--- config.mk ---
export PLATFORM = sky130hd
export DESIGN_NAME = dl_mem_writer
export DESIGN_NICKNAME = d
export VERILOG_FILES = /design/src/rtl/dl_mem_writer.sv
export SDC_FILE = /design/constraint.sdc
export NUM_CORES = 1
export LEC_CHECK = 0
export CAP_MARGIN = 20
export CELL_PAD_IN_SITES_DETAIL_PLACEMENT = 0
export CELL_PAD_IN_SITES_GLOBAL_PLACEMENT = 2
export CORE_MARGIN = 2
export CORE_UTILIZATION = 28
export CTS_BUF_LIST = sky130_fd_sc_hd__clkbuf_2 sky130_fd_sc_hd__clkbuf_4 sky130_fd_sc_hd__clkbuf_8
export DETAILED_ROUTE_END_ITERATION = 12
export PLACE_DENSITY_LB_ADDON = 0.15
export SLEW_MARGIN = 5
export SYNTH_ARGS = -nofsm -noshare
export SYNTH_HDL_FRONTEND = slang
export SYNTH_SLANG_ARGS = --single-unit
--- constraint.sdc ---
create_clock -name clk -period 8.1 [get_ports clk]
set_clock_uncertainty 0.2 [all_clocks]
set_input_delay 1.62 -clock clk [delete_from_list [all_inputs] [get_ports clk]]
set_output_delay 1.62 -clock clk [all_outputs]
set_load 0.05 [all_outputs]
--- src/rtl/dl_mem_writer.sv ---
// Download write committer: buffers download bytes and shares the system
// memory port with the CPU, stalling the CPU until the download drains.
module dl_mem_writer #(
  parameter int FIFO_DEPTH = 4,
  parameter int ADDR_W     = 25
) (
  input  logic              clk,
  input  logic              reset,
  input  logic              dl_wr,
  input  logic [ADDR_W-1:0] dl_addr,
  input  logic [7:0]        dl_data,
  input  logic              dl_downloading,
  input  logic              cpu_req,
  input  logic              cpu_we,
  input  logic [15:0]       cpu_addr,
  input  logic [7:0]        cpu_din,
  output logic [7:0]        cpu_dout,
  output logic              cpu_ack,
  output logic              cpu_wait,
  output logic              mem_req,
  output logic              mem_we,
  output logic [ADDR_W-1:0] mem_addr,
  output logic [7:0]        mem_din,
  input  logic [7:0]        mem_dout,
  input  logic              mem_ack,
  output logic [ADDR_W-1:0] byte_count,
  output logic              overflow,
  output logic              dl_complete
);

  localparam int AW = $clog2(FIFO_DEPTH);
  localparam int PW = AW + 1;

  typedef enum logic [1:0] {
    IDLE,
    DL_WR,
    CPU_ACC
  } state_t;

  state_t state_q, state_d;

  logic              dl_wr_q;
  logic              dl_dn_q;
  logic              pend_q;
  logic [PW-1:0]     wp_q;
  logic [PW-1:0]     rp_q;
  logic [ADDR_W-1:0] f_addr [FIFO_DEPTH];
  logic [7:0]        f_data [FIFO_DEPTH];

  logic push;
  logic dl_start;
  logic dl_end;
  logic empty;
  logic full;
  logic pop;
  logic acc;
  logic drop;
  logic start_dl;
  logic start_cpu;
  logic done;

  assign push     = dl_wr & ~dl_wr_q & dl_downloading;
  assign dl_start = dl_downloading & ~dl_dn_q;
  assign dl_end   = ~dl_downloading & dl_dn_q;

  assign empty = (wp_q == rp_q);
  assign full  = (wp_q[AW] != rp_q[AW]) &&
                 (wp_q[AW-1:0] == rp_q[AW-1:0]);

  // A pop frees a slot in the same cycle, so a push on full still fits
  assign pop  = start_dl;
  assign acc  = push & (~full | pop);
  assign drop = push & full & ~pop;

  assign cpu_wait = dl_downloading | ~empty | (state_q == DL_WR);

  assign done = pend_q & empty & (state_q == IDLE) & ~dl_start;

  always_comb begin
    state_d   = state_q;
    start_dl  = 1'b0;
    start_cpu = 1'b0;
    unique case (state_q)
      IDLE: begin
        if (!empty) begin
          start_dl = 1'b1;
          state_d  = DL_WR;
        end else if (cpu_req && !cpu_wait) begin
          start_cpu = 1'b1;
          state_d   = CPU_ACC;
        end
      end
      DL_WR, CPU_ACC: begin
        if (mem_ack) state_d = IDLE;
      end
      default: state_d = IDLE;
    endcase
  end

  always_ff @(posedge clk) begin
    if (acc) begin
      f_addr[wp_q[AW-1:0]] <= dl_addr;
      f_data[wp_q[AW-1:0]] <= dl_data;
    end
  end

  always_ff @(posedge clk or posedge reset) begin
    if (reset) begin
      state_q     <= IDLE;
      dl_wr_q     <= 1'b0;
      dl_dn_q     <= 1'b0;
      pend_q      <= 1'b0;
      wp_q        <= '0;
      rp_q        <= '0;
      cpu_dout    <= '0;
      cpu_ack     <= 1'b0;
      mem_req     <= 1'b0;
      mem_we      <= 1'b0;
      mem_addr    <= '0;
      mem_din     <= '0;
      byte_count  <= '0;
      overflow    <= 1'b0;
      dl_complete <= 1'b0;
    end else begin
      state_q     <= state_d;
      dl_wr_q     <= dl_wr;
      dl_dn_q     <= dl_downloading;
      cpu_ack     <= 1'b0;
      dl_complete <= done;

      if (acc) wp_q <= wp_q + PW'(1);
      if (pop) rp_q <= rp_q + PW'(1);

      if (drop)          overflow <= 1'b1;
      else if (dl_start) overflow <= 1'b0;

      // A restart cancels a completion that has not yet been reported
      if (dl_start)    pend_q <= 1'b0;
      else if (dl_end) pend_q <= 1'b1;
      else if (done)   pend_q <= 1'b0;

      if (dl_start)
        byte_count <= '0;
      else if (state_q == DL_WR && mem_ack)
        byte_count <= byte_count + ADDR_W'(1);

      if (start_dl) begin
        mem_req  <= 1'b1;
        mem_we   <= 1'b1;
        mem_addr <= f_addr[rp_q[AW-1:0]];
        mem_din  <= f_data[rp_q[AW-1:0]];
      end else if (start_cpu) begin
        mem_req  <= 1'b1;
        mem_we   <= cpu_we;
        mem_addr <= ADDR_W'(cpu_addr);
        mem_din  <= cpu_din;
      end else if (state_q != IDLE && mem_ack) begin
        mem_req <= 1'b0;
        if (state_q == CPU_ACC) begin
          cpu_ack <= 1'b1;
          if (!mem_we) cpu_dout <= mem_dout;
        end
      end
    end
  end

endmodule
==> run summary <==
Run status = finished clean
F_max = 196 MHz
Share of flip-flops with an asynchronous set or reset = 38.3%
Synth Register Bits = 214
Cts hold-fix bufs = 0
DRC = 0
Routed Antenna Nets = 0
Syn nets = 613
I/O Buffers = 143
Bufs and invs on worst path = 1
Global placer's final weighted congestion = 0.732
Sw frac = 36.9%
Die height = 178 µm
Mapped cell area = 0.00851 mm²
Total track usage = 13.2%
Crit end category = output port
Largest stage delay, worst path = 0.76 ns
Max FO, Critical Path = 36
I/O Pins = 144
Power Internal = 2.45 mW
CTS buffer count = 38
Initial antenna violation count = 0
Hold path depth = 1
Top-area cell type share of the netlist area = 46.6%
Placed cells = 1042
Fin. Hold Viols = 0
Syn Inst Count = 530
CTS tree = built
Yosys cell types = 46
Post-CTS sizing = 0
Remaining Overflow, GRT = 0
Clock Sinks = 214
Required time of the critical path = 6.28 ns
Worst slew margin = 29.9%
Final std cells w/o fill = 1112
Setup violations, final = 0
Setup TNS = 0 ns
First-pass GRT wire length = 31.4 mm
P&R area growth vs syn = 31.2%
FP Rows = 63
Die ar. = 0.0318 mm²
Tcrit/Tclk final = 63.0%
Worst-skew pair later-pin latency = 0.53 ns
Clock Power Share = 26.5%
Top-count cell post-synth = edfxtp_1
Worst setup SP type = flip-flop
WP data arrival = 3.29 ns
Dpl ws = 3.03 ns
Setup ws final = 2.99 ns
Main synth FF type = edfxtp_1
Total routed wirelength = 20.8 mm
LEAKAGE = 3.98 nW
Post-CTS Setup Bufs = 0
Fin crit period = 5.11 ns
Post-DR vias/cell = 4.62
Nets = 775
HPWL reported at the end of detailed placement = 12.8 mm
Power per Cell Area = 348 mW/mm²
Starting Density = 28.6%
Ys Warns = 0
Post-synth EDFFs = 132
CTS Root Buffer Type = clkbuf_8
Chip width = 178 µm
Worst VDD drop = 0.000165 V
Post-synth top cells = 132 x edfxtp_1, 82 x dfrtp_1, 39 x a21oi_1
Largest net degree at the start of global routing = 64
DRT iter0 DRCs = 332
Crit path max-delay family = flip-flops
Fill cell count = 2861
Post-synth top area cell = edfxtp_1
Drt wl/cell = 18.7 µm
Cell depth of the worst setup path = 4
Worst R2R Path Depth = 3
Largest cells by area after synthesis = edfxtp_1 47%, dfrtp_1 24%, mux4_2 8.7%
Switching component of the power = 1.43 mW
# diodes = 0
Max-cap violation count = 0
TritonRoute pass-1 iters = 4
Max Slew Vio Count = 0
Unrepaired setup endpoints after global routing = false
HP Class = flip-flop to flip-flop
Seq pwr share = 37.4%
CTS max path bufs = 3
Post-synthesis sequential area ratio = 70.7%
Combinational power share = 36.1%
Floorplan core area = 0.0298 mm²
Multi-input gate area = 0.00232 mm²
Worst-path clk slew = 0.06 ns
Number of global-route vias before repair = 5377
FF+latch area = 0.00602 mm²
Slowest cell on crit path = dfrtp_2
Avg Cell Area, Syn = 16.1 µm²
Fraction of layout cells with a size suffix above 1 = 17.7%
Worst slew pin tran = 1.05 ns
Kind of critical path = flip-flop to output port
Crit-path cells = xnor2_1, nand3_1, or3_1, clkdlybuf4s50_1
Via count = 5134
H-Tree Depth = 2
final cells by class:
cell class	count	area share, %
flip-flops and latches	214	53.9
repair buffers	149	13.2
inverters	14	0.493
clock inverters	15	1.02
multi-input cells	275	20.8
clock buffers	55	6.11
well taps	390	4.37
metal layers:
layer / global-route usage (%) / vias up / share of wire [%]
met5: 0 / - / 0
met1: 17.3 / 2560 / 44
met3: 3.62 / 35 / 7.2
li1: - / 2376 / -
met2: 21.1 / 163 / 47
met4: 4.54 / 0 / 2.2
through the flow:
step	hold slack (ns)	util, %	area [µm²]	power [mW]
floorplan	0.253	-	8510	2.42
global placement	0.277	34.8	10400	2.89
detailed placement	0.297	34.8	10400	2.90
CTS	0.311	37.4	11200	3.96
global route	0.317	37.4	11200	4.11
finish	0.307	37.4	11200	3.88
final timing paths:
kind                                  start      endpoint  slack [ns]
worst min register to register  cpu_dout[6]   cpu_dout[6]        0.31
worst min-delay path            cpu_dout[6]   cpu_dout[6]        0.31
worst max register to register      rp_q[1]  f_data[3][1]        4.48
max in group asynchronous             reset       rp_q[1]        5.29
min in group asynchronous             reset   mem_addr[1]        1.23
worst max-delay path                rp_q[1]      cpu_wait        2.99
registers in the layout, indices dropped and copies added, names as in the netlist:
name and flops:
byte_count 25, mem_addr 25, dl_dn_q 1, pend_q 1
cpu_dout 8, wp_q 3, cpu_ack 1, dl_complete 1
rp_q 3, state_q 2, mem_req 1, mem_we 1
f_addr 100, f_data 32, mem_din 8, overflow 1
dl_wr_q 1
cells in the final DEF (no fill, tap or decap), types with 2 or more instances in the layout:
master             n
nor3_1             5
mux4_2            33
a21oi_1           39
clkdlybuf4s50_1  143
dfrtp_2            2
mux2_2             9
dfrtp_1           80
clkinv_1           6
and3_1             3
nand3_1            8
o21ai_0           12
edfxtp_1         132
a22o_1             9
nand4_1            8
xor2_1             7
and2_2             4
and4_1             2
or3_1             10
ha_1              11
inv_1             12
or4_4              2
nor4_1             4
clkbuf_8          43
nor2_1            36
clkinv_2           6
buf_4              6
o22ai_1           26
clkbuf_4          12
xnor2_1           13
nand2_1           15
power groups by stage:
stage	logic (mW)	registers [mW]	clock network [mW]
6_report	1.40	1.45	1.03
5_1_grt	1.52	1.48	1.12
4_1_cts	1.43	1.46	1.07
3_5_place_dp	1.43	1.48	0
3_3_place_gp	1.42	1.47	0
2_1_floorplan	0.682	1.73	0
worst reg2reg max path: cells and delay by family (launching register included):
family           cells  cell delay (ns)
AO/OA/AOI/OAI        1             0.65
AND/OR/NAND/NOR      1             0.95
XOR/XNOR             1             0.39
flip-flops           1             1.01
logic make-up after synthesis:
| family | after synthesis | share of synthesized area [%] |
|---|---|---|
| mux | 43 | 10.0 |
| flops | 214 | 70.7 |
| fa+ha+maj | 11 | 1.62 |
| buf+inv | 41 | 2.16 |
| xor+xnor | 20 | 2.06 |
| compound gates | 95 | 6.78 |
| simple gates | 106 | 6.62 |
(Power assumes the default switching activity.)
